===== config.mk =====
export PLATFORM = sky130hd
export DESIGN_NAME = rocc_cmd_queue
export DESIGN_NICKNAME = d
export VERILOG_FILES = /design/src/rtl/rocc_cmd_queue.sv
export SDC_FILE = /design/constraint.sdc
export NUM_CORES = 2
export LEC_CHECK = 0
export CAP_MARGIN = 15
export CORE_ASPECT_RATIO = 1.25
export CORE_MARGIN = 3
export CORE_UTILIZATION = 50
export CTS_CLUSTER_DIAMETER = 80
export CTS_CLUSTER_SIZE = 24
export DETAILED_ROUTE_END_ITERATION = 6
export PLACE_DENSITY = 0.75
export SYNTH_ARGS = -nofsm -noshare
export SYNTH_HDL_FRONTEND = slang
export SYNTH_SLANG_ARGS = --single-unit

===== constraint.sdc =====
create_clock -name clk_i -period 3.3 [get_ports clk_i]
set_input_delay 0.66 -clock clk_i [delete_from_list [all_inputs] [get_ports clk_i]]
set_output_delay 0.66 -clock clk_i [all_outputs]
set_load 0.05 [all_outputs]

===== src/rtl/rocc_cmd_queue.sv =====
// Purpose: RoCC command queue; buffers issued custom commands and writes back in-order responses.
// Latency: issue accept -> cmd_valid_o one cycle later; response -> result_valid_o one cycle later.
// Backpressure: issue_ready_o drops on full queue, outstanding limit or flush; results are never stalled.
module rocc_cmd_queue #(
  parameter int unsigned DEPTH         = 4,
  parameter int unsigned MAX_OUT       = 8,
  parameter int unsigned XLEN          = 64,
  parameter int unsigned TRANS_ID_BITS = 3
) (
  input  logic                     clk_i,
  input  logic                     rst_ni,
  input  logic                     flush_i,
  input  logic                     issue_valid_i,
  output logic                     issue_ready_o,
  input  logic [XLEN-1:0]          operand_a_i,
  input  logic [XLEN-1:0]          operand_b_i,
  input  logic [31:0]              instr_i,
  input  logic [TRANS_ID_BITS-1:0] trans_id_i,
  output logic                     cmd_valid_o,
  input  logic                     cmd_ready_i,
  output logic [XLEN-1:0]          cmd_rs1_o,
  output logic [XLEN-1:0]          cmd_rs2_o,
  output logic [31:0]              cmd_instr_o,
  input  logic                     resp_valid_i,
  output logic                     resp_ready_o,
  input  logic [XLEN-1:0]          resp_data_i,
  output logic                     result_valid_o,
  output logic [XLEN-1:0]          result_o,
  output logic [TRANS_ID_BITS-1:0] result_trans_id_o,
  output logic                     exception_valid_o,
  output logic                     spurious_resp_o,
  output logic                     busy_o
);

  localparam int unsigned PTR_W  = $clog2(DEPTH);
  localparam int unsigned CNT_W  = $clog2(DEPTH + 1);
  localparam int unsigned TPTR_W = $clog2(MAX_OUT);
  localparam int unsigned IF_W   = $clog2(MAX_OUT + 1);
  localparam int unsigned SUM_W  = IF_W + 1;

  typedef struct packed {
    logic [31:0]              instr;
    logic [XLEN-1:0]          rs1;
    logic [XLEN-1:0]          rs2;
    logic [TRANS_ID_BITS-1:0] trans_id;
  } cmd_t;

  // Command queue state
  cmd_t [DEPTH-1:0]     mem_q, mem_d;
  logic [PTR_W-1:0]     wr_ptr_q, wr_ptr_d;
  logic [PTR_W-1:0]     rd_ptr_q, rd_ptr_d;
  logic [CNT_W-1:0]     cnt_q, cnt_d;

  // Tag FIFO state: one entry per command handed to the accelerator
  logic [MAX_OUT-1:0][TRANS_ID_BITS-1:0] tag_id_q, tag_id_d;
  logic [MAX_OUT-1:0]   tag_kill_q, tag_kill_d;
  logic [TPTR_W-1:0]    tag_wr_q, tag_wr_d;
  logic [TPTR_W-1:0]    tag_rd_q, tag_rd_d;
  logic [IF_W-1:0]      inflight_q, inflight_d;

  // Writeback registers
  logic                     result_valid_q, result_valid_d;
  logic [XLEN-1:0]          result_q, result_d;
  logic [TRANS_ID_BITS-1:0] result_id_q, result_id_d;
  logic                     spurious_q, spurious_d;

  logic             q_empty, q_full;
  logic [SUM_W-1:0] occupancy;
  logic             push, pop, resp_pop;

  function automatic logic [TPTR_W-1:0] tag_next(input logic [TPTR_W-1:0] p);
    return (p == TPTR_W'(MAX_OUT - 1)) ? '0 : p + TPTR_W'(1);
  endfunction

  // Handshake qualifiers and status outputs, all from registered state
  always_comb begin
    q_empty       = (cnt_q == '0);
    q_full        = (cnt_q == CNT_W'(DEPTH));
    occupancy     = SUM_W'(cnt_q) + SUM_W'(inflight_q);
    issue_ready_o = !flush_i && !q_full && (occupancy < SUM_W'(MAX_OUT));
    push          = issue_valid_i && issue_ready_o;
    pop           = !q_empty && cmd_ready_i;
    // A tag pushed this cycle is not yet counted, so a same-cycle response is spurious.
    resp_pop      = resp_valid_i && (inflight_q != '0);
  end

  assign cmd_valid_o       = !q_empty;
  assign cmd_rs1_o         = mem_q[rd_ptr_q].rs1;
  assign cmd_rs2_o         = mem_q[rd_ptr_q].rs2;
  assign cmd_instr_o       = mem_q[rd_ptr_q].instr;
  assign resp_ready_o      = 1'b1;
  assign exception_valid_o = 1'b0;
  assign busy_o            = !q_empty || (inflight_q != '0);
  assign result_valid_o    = result_valid_q;
  assign result_o          = result_q;
  assign result_trans_id_o = result_id_q;
  assign spurious_resp_o   = spurious_q;

  // Command queue next state: write at tail, read at head, flush drops everything
  always_comb begin
    mem_d    = mem_q;
    wr_ptr_d = wr_ptr_q;
    rd_ptr_d = rd_ptr_q;
    cnt_d    = cnt_q;
    if (push) begin
      mem_d[wr_ptr_q].instr    = instr_i;
      mem_d[wr_ptr_q].rs1      = operand_a_i;
      mem_d[wr_ptr_q].rs2      = operand_b_i;
      mem_d[wr_ptr_q].trans_id = trans_id_i;
      wr_ptr_d                 = wr_ptr_q + PTR_W'(1);
    end
    if (pop) begin
      rd_ptr_d = rd_ptr_q + PTR_W'(1);
    end
    case ({push, pop})
      2'b10:   cnt_d = cnt_q + CNT_W'(1);
      2'b01:   cnt_d = cnt_q - CNT_W'(1);
      default: cnt_d = cnt_q;
    endcase
    if (flush_i) begin
      wr_ptr_d = '0;
      rd_ptr_d = '0;
      cnt_d    = '0;
    end
  end

  // Tag FIFO next state: record IDs of dispatched commands, kill all on flush
  always_comb begin
    tag_id_d   = tag_id_q;
    tag_kill_d = tag_kill_q;
    tag_wr_d   = tag_wr_q;
    tag_rd_d   = tag_rd_q;
    inflight_d = inflight_q;
    if (pop) begin
      tag_id_d[tag_wr_q]   = mem_q[rd_ptr_q].trans_id;
      tag_kill_d[tag_wr_q] = 1'b0;
      tag_wr_d             = tag_next(tag_wr_q);
    end
    if (resp_pop) begin
      tag_rd_d = tag_next(tag_rd_q);
    end
    case ({pop, resp_pop})
      2'b10:   inflight_d = inflight_q + IF_W'(1);
      2'b01:   inflight_d = inflight_q - IF_W'(1);
      default: inflight_d = inflight_q;
    endcase
    // Inflight count is kept so killed responses still drain their tags.
    if (flush_i) begin
      tag_kill_d = '1;
    end
  end

  // Writeback next state: one-cycle result pulse for live tags, spurious pulse otherwise
  always_comb begin
    result_valid_d = resp_pop && !tag_kill_q[tag_rd_q] && !flush_i;
    result_d       = result_q;
    result_id_d    = result_id_q;
    if (result_valid_d) begin
      result_d    = resp_data_i;
      result_id_d = tag_id_q[tag_rd_q];
    end
    spurious_d = resp_valid_i && (inflight_q == '0);
  end

  // State registers with synchronous active-low reset
  always_ff @(posedge clk_i) begin
    if (!rst_ni) begin
      mem_q          <= '0;
      wr_ptr_q       <= '0;
      rd_ptr_q       <= '0;
      cnt_q          <= '0;
      tag_id_q       <= '0;
      tag_kill_q     <= '0;
      tag_wr_q       <= '0;
      tag_rd_q       <= '0;
      inflight_q     <= '0;
      result_valid_q <= 1'b0;
      result_q       <= '0;
      result_id_q    <= '0;
      spurious_q     <= 1'b0;
    end else begin
      mem_q          <= mem_d;
      wr_ptr_q       <= wr_ptr_d;
      rd_ptr_q       <= rd_ptr_d;
      cnt_q          <= cnt_d;
      tag_id_q       <= tag_id_d;
      tag_kill_q     <= tag_kill_d;
      tag_wr_q       <= tag_wr_d;
      tag_rd_q       <= tag_rd_d;
      inflight_q     <= inflight_d;
      result_valid_q <= result_valid_d;
      result_q       <= result_d;
      result_id_q    <= result_id_d;
      spurious_q     <= spurious_d;
    end
  end

endmodule


==> flow_summary.rst <==
.. list-table::
   :header-rows: 1

   * - Metric
     - Value
   * - Max transition margin
     - 0.370
   * - Clock tree root buffer cell
     - sky130_fd_sc_hd__clkbuf_16
   * - Die boundary width
     - between 200 and 250 µm
   * - Global route total overflow
     - 0
   * - # Max-Cap Violations
     - 0
   * - Core occupancy in the finished layout
     - 0.610
   * - Worst setup slack before clock tree synthesis
     - 419 ps
   * - Layout overhead on the synthesized area
     - 20.3%
   * - Ranking of synthesized cells by instance count
     - 770 x sky130_fd_sc_hd__dfxtp_1, 658 x sky130_fd_sc_hd__o21ai_0, 652 x sky130_fd_sc_hd__nand3_1, 316 x sky130_fd_sc_hd__nand2_1, 194 x sky130_fd_sc_hd__clkbuf_1
   * - Worst Clk Skew
     - 14.7 ps
   * - Violation count after the first detailed-route iteration
     - 1680
   * - Maximum achievable frequency
     - 311 MHz
   * - Min setup slack post-route
     - 88.7 ps
   * - Critical path fanouts, max
     - 8
   * - Total half-perimeter wirelength after legalization and detailed placement
     - just under 50000 µm
   * - Total area of multi-input combinational cells
     - 0.0135 mm²
   * - Final critical path time including I/O delays and setup
     - 3210 ps
   * - Via count of the first global-routing pass
     - 22429
   * - Reg clk slew, reported paths
     - 100 ps
   * - Primary flip-flop cell chosen by synthesis mapping
     - sky130_fd_sc_hd__dfxtp_1
   * - Seq/Total Area, Yosys
     - 0.510
   * - Maximum number of pins on one net before global-route repair
     - around 200
   * - Storage cell area
     - 0.0154 mm²
   * - Core area
     - just under 0.06 mm²
   * - DRC Markers
     - 0
   * - CP max-delay cell
     - sky130_fd_sc_hd__clkdlybuf4s50_1
   * - Number of cells on the worst hold path
     - 2
   * - Cells after synthesis
     - 3114
   * - Wire length per cell
     - around 18 µm
   * - Avg Vias per Cell
     - 5.59
   * - Peak supply drop
     - 0.000464 V
   * - Pre-antenna DRT Iters
     - 5
   * - Wire length of the first global-routing pass
     - roughly 120000 µm
   * - Worst-skew pair later-pin latency
     - 580 ps
   * - Kind of cell with the highest combined delay on the critical path
     - buffers and inverters
   * - Cell variety after synth
     - 41
   * - Most frequent cell after synthesis
     - sky130_fd_sc_hd__dfxtp_1
   * - Number of sinks handled by clock tree synthesis
     - 770
   * - Setup TNS
     - 0 ps
   * - Via count
     - between 20000 and 25000
   * - Critical Path End Type
     - output port
   * - Number of hold buffers added after CTS
     - 0
   * - Number of rows in the core area
     - 100
   * - Asr flop ratio synth
     - 0
   * - Number of cells in the finished layout apart from fillers
     - 4154
   * - Post-layout nets
     - 3625
   * - Global-route usage over all layers
     - 0.229
   * - Fin. max-slew vios
     - 0
   * - Total power per unit cell area
     - 456 mW/mm²
   * - Post-synthesis area per instance
     - approximately 10 µm²
   * - FF-to-FF path depth
     - 8
   * - Yosys warning count
     - 0
   * - Number of fill cells
     - ~5100
   * - Number of antenna violations at the first check in global routing
     - 9
   * - TritonCTS clock tree
     - done
   * - Die Y
     - around 280 µm
   * - Final Hold Viols
     - 0
   * - Largest cells by area after synthesis
     - sky130_fd_sc_hd__dfxtp_1 51%, sky130_fd_sc_hd__mux4_2 13%, sky130_fd_sc_hd__o21ai_0 11%
   * - Post-synth net total
     - 3363
   * - Period utilization
     - 0.973
   * - Leakage Power
     - roughly 13 nW
   * - Status
     - finished clean
   * - Setup-violating endpoint count in the final report
     - 0
   * - Req. time, crit path
     - 2640 ps
   * - Count of buffer and inverter cells on the critical path
     - 2
   * - Ratio of cells with drive above 1 in the final layout
     - 0.106
   * - Gpl congestion
     - 0.793
   * - H-tree lvl count
     - 2
   * - Number of buffers on the longest clock path
     - 3
   * - Area share of the largest cell type after synthesis
     - 0.510
   * - Startpoint-to-endpoint class of the critical path
     - reg2out
   * - RSZ-0062 raised after global routing
     - no
   * - Leading area contributor after synthesis
     - sky130_fd_sc_hd__dfxtp_1
   * - IO Count
     - 467
   * - Total die area
     - 0.0635 mm²
   * - Count of state elements after synthesis
     - 770
   * - Detail Route Antenna Nets
     - 0
   * - Starting utilization of the core area
     - 0.507
   * - Worst EP arrival
     - 2550 ps
   * - Port Buf Inserts
     - 464
   * - # placed instances
     - 4097
   * - Cell breakdown of the critical path
     - buf_4 > mux4_2 > clkdlybuf4s50_1
   * - Cell area after synthesis
     - approximately 0.030 mm²
   * - Worst Tran Pin Value
     - 945 ps
   * - TritonCTS buffer count
     - 38
   * - Crit path launch type
     - flop
   * - Number of synthesized flops with an enable pin
     - 0
   * - Critical Path Stages
     - 3
   * - Hold crit path type
     - reg2reg
   * - Smallest hold slack
     - roughly 450 ps
   * - Total Routed Length
     - 75000 µm
   * - Max incr delay on CP
     - ~730 ps
[area by class of cell]
cell class,instances,share of cell area
clock buffers,44,0.0291
diodes,6,0.000413
flip-flops and latches,770,0.424
inverters,12,0.00124
well taps,765,0.0263
clock inverters,3,0.000688
multi-input cells,2024,0.372
repair buffers,530,0.146
[report_power, final]
part | total [mW] | internal (mW) | switching (mW)
combinational | 1.85 | 0.714 | 1.14
sequential | 9.54 | 9.45 | 0.0934
clock | 5.19 | 2.29 | 2.90
[metal layers]
metal | GRT usage | share of wire | up-vias
li1 | - | - | 11652
met1 | 0.289 | 0.42 | 10945
met2 | 0.388 | 0.48 | 519
met3 | 0.0610 | 0.069 | 104
met4 | 0.0626 | 0.026 | 8
met5 | 0 | 0.00089 | -
[layout by cell type (no fill, tap or decap), drive strengths merged, types with 3 or more instances in the layout]
cell type and count:
inv 13, clkdlybuf4s50 313, nand2 316, nor3 7, nand2b 4, a21boi 13
mux4 170, o21a 7, clkbuf 45, o21ai 667, dfxtp 770, diode 6
nor2b 25, and2 8, nand3 652, ha 14, xnor2 3, mux2i 86
xor2 4, dlygate4sd2 69, a21oi 6, o2111ai 5, nand4 3, buf 130
mux2 3, nor2 13, dlymetal6s2s 17
[worst paths after layout]
path / end / start / slack [ps]
worst max-delay path: cmd_rs1_o[50] / rd_ptr_q[1]$_SDFFE_PP0P_ / 90
worst min-delay path: result_trans_id_o[2]$_SDFFE_PN0P_ / result_trans_id_o[2]$_SDFFE_PN0P_ / 450
worst min register to register: result_trans_id_o[2]$_SDFFE_PN0P_ / result_trans_id_o[2]$_SDFFE_PN0P_ / 450
worst max register to register: cnt_q[2]$_SDFFE_PP0P_ / cnt_q[2]$_SDFFE_PP0P_ / 620
[registers in the layout (all words and copies together) (netlist names), 2 cells and up]
name,cells
mem_q,652
result_o,64
tag_id_q,24
tag_kill_q,8
inflight_q,4
cnt_q,3
result_trans_id_o,3
tag_rd_q,3
tag_wr_q,3
rd_ptr_q,2
wr_ptr_q,2
[worst register-to-register path: stages, from the launching register on]
cell                        delay [ps]
sky130_fd_sc_hd__dfxtp_1           460
sky130_fd_sc_hd__or3b_1            580
sky130_fd_sc_hd__o2111ai_1         290
sky130_fd_sc_hd__ha_1              250
sky130_fd_sc_hd__inv_1              60
sky130_fd_sc_hd__fa_1              370
sky130_fd_sc_hd__xor2_1            160
sky130_fd_sc_hd__or3_1             310
sky130_fd_sc_hd__a21oi_1           140
[kinds of logic after synthesis]
group,after synthesis,synth area share
xor+xnor,7,0.00203
mux,259,0.156
simple gates,1036,0.160
fa+ha+maj,16,0.00712
buf+inv,320,0.0449
other cells,2,0.000248
flops,770,0.510
compound gates,704,0.120
[metrics by stage]
stage	instance area, µm²	power (mW)
5_1_grt	36400	17.2
3_5_place_dp	35300	11.6
2_1_floorplan	30200	10.9
6_report	36400	16.6
4_1_cts	36300	16.8
3_3_place_gp	35300	11.6
[what timing repair did]
action | 4_1_cts | 5_1_grt
cloned | 0 | 1
gates resized for setup | 70 | 18
endpoints found under the setup margin | 110 | 19
buffers inserted | 3 | 0
Power figures use the tool's default switching activity.
